### src/rtl/branch_resolve_unit.sv
`default_nettype none
// ============================================================================
// Module      : branch_resolve_unit
// Description : EX-stage branch/jump resolution with registered PC redirect,
//               fixed-length pipeline flush and saturating perf counters.
// Revision    : 1.0 - initial release
// ============================================================================
module branch_resolve_unit #(
    parameter int N            = 32,
    parameter int FLUSH_CYCLES = 2,
    parameter int CW           = 16
) (
    input  logic          clk,
    input  logic          rst,
    input  logic          ex_valid,
    input  logic          ex_is_branch,
    input  logic          ex_is_jal,
    input  logic          ex_is_jalr,
    input  logic [2:0]    ex_funct3,
    input  logic [N-1:0]  ex_pc,
    input  logic [N-1:0]  ex_imm,
    input  logic [N-1:0]  ex_rs1_data,
    input  logic          stall,
    input  logic          BrEq,
    input  logic          BrLt,
    output logic          BrUn,
    output logic          redirect_valid,
    output logic [N-1:0]  redirect_pc,
    output logic          flush,
    output logic          misalign_exc,
    output logic [CW-1:0] branch_count,
    output logic [CW-1:0] mispredict_count
);

    localparam logic [1:0]    c_ST_IDLE    = 2'd0;
    localparam logic [1:0]    c_ST_REDIR   = 2'd1;
    localparam logic [1:0]    c_ST_FLUSH   = 2'd2;
    localparam logic [2:0]    c_FLUSH_LOAD = 3'(FLUSH_CYCLES - 1);
    localparam logic [N-1:0]  c_CLR_LSB    = {{(N-1){1'b1}}, 1'b0};
    localparam logic [CW-1:0] c_CNT_MAX    = {CW{1'b1}};

    logic [1:0]    r_state;
    logic [1:0]    w_state_next;
    logic [2:0]    r_flush_cnt;
    logic          r_redirect_valid;
    logic [N-1:0]  r_redirect_pc;
    logic          r_misalign;
    logic [CW-1:0] r_branch_cnt;
    logic [CW-1:0] r_mispredict_cnt;

    logic          w_accept;
    logic          w_is_jump;
    logic          w_is_cond;
    logic          w_cond_taken;
    logic          w_taken;
    logic [N-1:0]  w_sum_pc;
    logic [N-1:0]  w_sum_rs1;
    logic [N-1:0]  w_target;
    logic          w_redirect_go;
    logic          w_misalign_go;
    logic          w_flush;

    assign BrUn = ex_funct3[1];

    always_comb begin
        w_cond_taken = 1'b0;
        case (ex_funct3)
            3'b000:          w_cond_taken = BrEq;
            3'b001:          w_cond_taken = ~BrEq;
            3'b100, 3'b110:  w_cond_taken = BrLt;
            3'b101, 3'b111:  w_cond_taken = ~BrLt;
            default:         w_cond_taken = 1'b0;
        endcase
    end

    // jalr > jal > branch: a conditional branch only counts as one when no jump flag is set
    assign w_accept      = (r_state == c_ST_IDLE) & ex_valid & ~stall;
    assign w_is_jump     = ex_is_jal | ex_is_jalr;
    assign w_is_cond     = ex_is_branch & ~w_is_jump;
    assign w_taken       = w_is_jump | (w_is_cond & w_cond_taken);
    assign w_sum_pc      = ex_pc + ex_imm;
    assign w_sum_rs1     = ex_rs1_data + ex_imm;
    assign w_target      = ex_is_jalr ? (w_sum_rs1 & c_CLR_LSB) : w_sum_pc;
    assign w_redirect_go = w_accept & w_taken & ~w_target[1];
    assign w_misalign_go = w_accept & w_taken &  w_target[1];

    always_ff @(posedge clk) begin
        if (!rst) begin
            r_state <= c_ST_IDLE;
        end else begin
            r_state <= w_state_next;
        end
    end

    always_comb begin
        w_state_next = r_state;
        case (r_state)
            c_ST_IDLE: begin
                if (w_redirect_go) w_state_next = c_ST_REDIR;
            end
            c_ST_REDIR: begin
                w_state_next = (FLUSH_CYCLES > 1) ? c_ST_FLUSH : c_ST_IDLE;
            end
            c_ST_FLUSH: begin
                if (!stall && r_flush_cnt <= 3'd1) w_state_next = c_ST_IDLE;
            end
            default: w_state_next = c_ST_IDLE;
        endcase
    end

    always_comb begin
        w_flush = 1'b0;
        case (r_state)
            c_ST_REDIR, c_ST_FLUSH: w_flush = 1'b1;
            default:                w_flush = 1'b0;
        endcase
    end

    always_ff @(posedge clk) begin
        if (!rst) begin
            r_flush_cnt <= 3'd0;
        end else if (r_state == c_ST_REDIR) begin
            r_flush_cnt <= c_FLUSH_LOAD;
        end else if (r_state == c_ST_FLUSH && !stall && r_flush_cnt != 3'd0) begin
            r_flush_cnt <= r_flush_cnt - 3'd1;
        end
    end

    always_ff @(posedge clk) begin
        if (!rst) begin
            r_redirect_valid <= 1'b0;
            r_redirect_pc    <= '0;
            r_misalign       <= 1'b0;
        end else begin
            r_redirect_valid <= w_redirect_go;
            r_misalign       <= w_misalign_go;
            if (w_redirect_go) r_redirect_pc <= w_target;
        end
    end

    always_ff @(posedge clk) begin
        if (!rst) begin
            r_branch_cnt     <= '0;
            r_mispredict_cnt <= '0;
        end else begin
            if (w_accept && w_is_cond && r_branch_cnt != c_CNT_MAX)
                r_branch_cnt <= r_branch_cnt + 1'b1;
            if (w_accept && w_taken && r_mispredict_cnt != c_CNT_MAX)
                r_mispredict_cnt <= r_mispredict_cnt + 1'b1;
        end
    end

    assign flush            = w_flush;
    assign redirect_valid   = r_redirect_valid;
    assign redirect_pc      = r_redirect_pc;
    assign misalign_exc     = r_misalign;
    assign branch_count     = r_branch_cnt;
    assign mispredict_count = r_mispredict_cnt;

endmodule
`default_nettype wire

### config.mk
export PLATFORM = sky130hd
export DESIGN_NAME = branch_resolve_unit
export DESIGN_NICKNAME = d
export VERILOG_FILES = /design/src/rtl/branch_resolve_unit.sv
export SDC_FILE = /design/constraint.sdc
export NUM_CORES = 1
export LEC_CHECK = 0
export ABC_AREA = 1
export ABC_CLOCK_PERIOD_IN_PS = 2450
export CAP_MARGIN = 0
export CORE_ASPECT_RATIO = 0.9
export CORE_MARGIN = 2
export CORE_UTILIZATION = 49
export CTS_BUF_LIST = sky130_fd_sc_hd__clkbuf_4 sky130_fd_sc_hd__clkbuf_8
export CTS_CLUSTER_DIAMETER = 120
export CTS_CLUSTER_SIZE = 28
export DETAILED_ROUTE_END_ITERATION = 10
export HOLD_SLACK_MARGIN = 0.08
export PLACE_DENSITY = 0.8
export SYNTH_ARGS = -nofsm -noshare
export SYNTH_HDL_FRONTEND = slang
export SYNTH_SLANG_ARGS = --single-unit
export TNS_END_PERCENT = 1
### constraint.sdc
create_clock -name clk -period 2.45 [get_ports clk]
set_clock_uncertainty 0.2 [all_clocks]
set_input_delay 0.6125 -clock clk [delete_from_list [all_inputs] [get_ports clk]]
set_output_delay 0.6125 -clock clk [all_outputs]
set_load 0.05 [all_outputs]
==> qor.yml <==
slowest_delay_ns: 0.51
htree_levels: 3
worst-path-buf-inv: 3
syn_nets: 1681
cts.clk_slew.worst_paths_ns: 0.08
drc: 0
synthDistinctLibCells: 49
crit_type: "input port to flop"
final_antenna_net_count: 0
dieWidth_microns: 140.6
drt_iter0_markers: 971
slew_violations: 0
hold_violations: 0
syn2layout_area_growth_pct: 55.34
hold_ws_ns: 0.2375
cts_sinks: 71
powerDensity_nw_per_um2: 378.2
drive_gt1_share_pct: 20.46
fin_setup_tns_ns: -0.1280
antenna_found_initial: 0
peakVddDrop_mv: 0.2420
viasPerCell: 5.436
crit_arrival_ns: 2.60
syn-cell-area_sq_um: 8229
port_buffers: 175
ys_seq_elements: 71
cts_root_buf: "clkbuf_8"
diodes: 0
slowest_stage: "clkdlybuf4s50_1"
final_nets: 1987
fin_ws_ns: -0.04724
cp_data_required_time_ns: 2.55
worstHoldPathType: "flop to flop"
tightest_slew_ns: 0.5498
worstSetupEndpointType: "flop"
cp_top_family: "simple AND/OR/NAND/NOR gates"
ys.flop_type: "dfxtp_1"
cts_tree: "done"
min_period_ns: 2.497
coreArea_sq_um: 16300
grt_setup_unrepaired: "yes"
avgSynthCellArea_sq_um: 5.479
fmax_ghz: 0.4004
cts_buffers: 9
power_uw: 4834
place.detailed.hpwl_microns: 23170
cts_buffer_depth: 2
synthArstFlopShare_pct: 0
globalplace.congestion: 1.012
grt_pass1_vias: 9806
period_share_pct: 101.9
yosys_warnings: 0
cts-hold-fix-buffers: 0
grt_start_max_net_pins: 31
clock_latency_ns: 0.36
relSlewSlack_pct: 63.23
path_cells: "clkdlybuf4s50_1 -> ha_4 -> nand2_1 -> inv_2 -> nand2_1 -> nand2_2 -> a21oi_2 -> nand2_4 -> xor2_1 -> nand2_1 -> nand3_1 -> nand2_1 -> inv_1"
grt_pass1_wl_microns: 46750
power_leakage_uw: 0.007030
dr.pass1.iters: 6
layout_commonest_cell: "nand2_1"
status: "finished with violations"
grt-ovfl-total: 0
violations: "setup timing"
start_util_pct: 50.50
boundaryPins: 176
synthCells: 1502
cpMostUsedCell: "nand2_1"
synth_edf_count: 0
cp-start-kind: "input port"
wl_per_cell_microns: 15.90
setup_viol: 5
via_count: 10981
wl_microns: 32120
grt_usage_pct: 31.86
die_h_microns: 126.9
die_area_sq_um: 17850
crit_fanout: 4
seq_area_frac_synth_pct: 17.27
cap_viol_max_count: 0
final_cell_mix: "nand2_1 (495), inv_1 (261), buf_4 (140), nor2_1 (127), nand3_1 (103)"
num_rows: 44
[stage by stage]
stage	util, %	instance area (sq um)	instances	worst slack (ns)
after global routing	78.45	12780	2020	-0.1034
after floorplan	-	8229	1502	0.02115
final	78.45	12780	2020	-0.04724
after global placement	68.57	11170	1998	-0.5254
after CTS	71.90	11720	2014	-0.03784
after detailed placement	68.57	11170	1998	-0.5961
[Yosys cell counts (4+ instances only)]
library cell | instances | area share [%]
nand4_1 | 12 | 0.91
nor4_1 | 7 | 0.53
clkbuf_1 | 11 | 0.50
xor2_1 | 19 | 2.0
buf_6 | 5 | 0.68
xnor2_1 | 6 | 0.64
o21ai_0 | 35 | 2.1
dfxtp_1 | 71 | 17
ha_1 | 69 | 10
nand3b_1 | 15 | 1.4
a21oi_1 | 83 | 5.0
nand3_1 | 122 | 7.4
nor2_1 | 161 | 7.3
nor3_1 | 18 | 1.1
inv_1 | 268 | 12
o21bai_1 | 4 | 0.36
nand2_1 | 544 | 25
[kinds of logic (layout without fill, tap and decap cells)]
kind of cell	Yosys count	count (layout)	synth area share, %
flip-flops	71	71	17.27
AO/OA/AOI/OAI	141	141	9.229
adder cells (fa/ha/maj)	71	71	10.98
AND/OR/NAND/NOR	898	898	45.61
multiplexers	1	1	0.1216
buffers and inverters	295	606	14.12
XOR/XNOR	25	25	2.661
[where the power goes]
group	switching [uW]	leakage [uW]	total [uW]	internal, uW
registers	36.4	0.000575	1230	1200
clock network	527	0.000115	1110	587
logic	1420	0.00634	2490	1060
[routing by layer]
layer | global-route usage, % | vias up | routed length [microns]
met3 | 3.964 | 133 | 2783
met5 | 0 | - | 0
li1 | - | 5290 | -
met2 | 54.92 | 669 | 14950
met4 | 14.12 | 0 | 1767
met1 | 40.00 | 4889 | 12620
[tightest hold or removal path, stage by stage, from the launching register on]
cell,delay [ns]
dfxtp_1,0.32
nand2_1,0.05
nor2_1,0.04
[final cells by class]
type	count	area (sq um)
multi-input combinational	1136	6805
fill	1142	3512
timing repair buffer	317	3034
sequential	71	1421
inverter	273	1040
tap	207	259.0
clock buffer	9	123.9
clock inverter	7	100.1
[sequential cells by signal, indices dropped and copies added (netlist names)]
name and flops:
mispredict_count 16, r_state 2, r_flush_cnt 3, redirect_valid 1, misalign_exc 1, redirect_pc 32
branch_count 16
[timing repair]
action	in CTS	in global routing
endpoints found under the setup margin	36	46
cloned	0	2
buffers inserted	0	4
gates resized for setup	82	226
pin swaps	5	39
[worst paths after layout]
check	from	slack, ns	end	cells after the start
max	ex_pc[14]	-0.05	redirect_pc[15]$_SDFFE_PN0P_	13
min	redirect_pc[1]$_SDFFE_PN0P_	0.24	redirect_pc[1]$_SDFFE_PN0P_	2
max reg2reg	mispredict_count[0]$_SDFFE_PN0P_	0.22	mispredict_count[0]$_SDFFE_PN0P_	12
min reg2reg	redirect_pc[1]$_SDFFE_PN0P_	0.24	redirect_pc[1]$_SDFFE_PN0P_	2
Note: power is estimated with default switching activity, not from simulation.
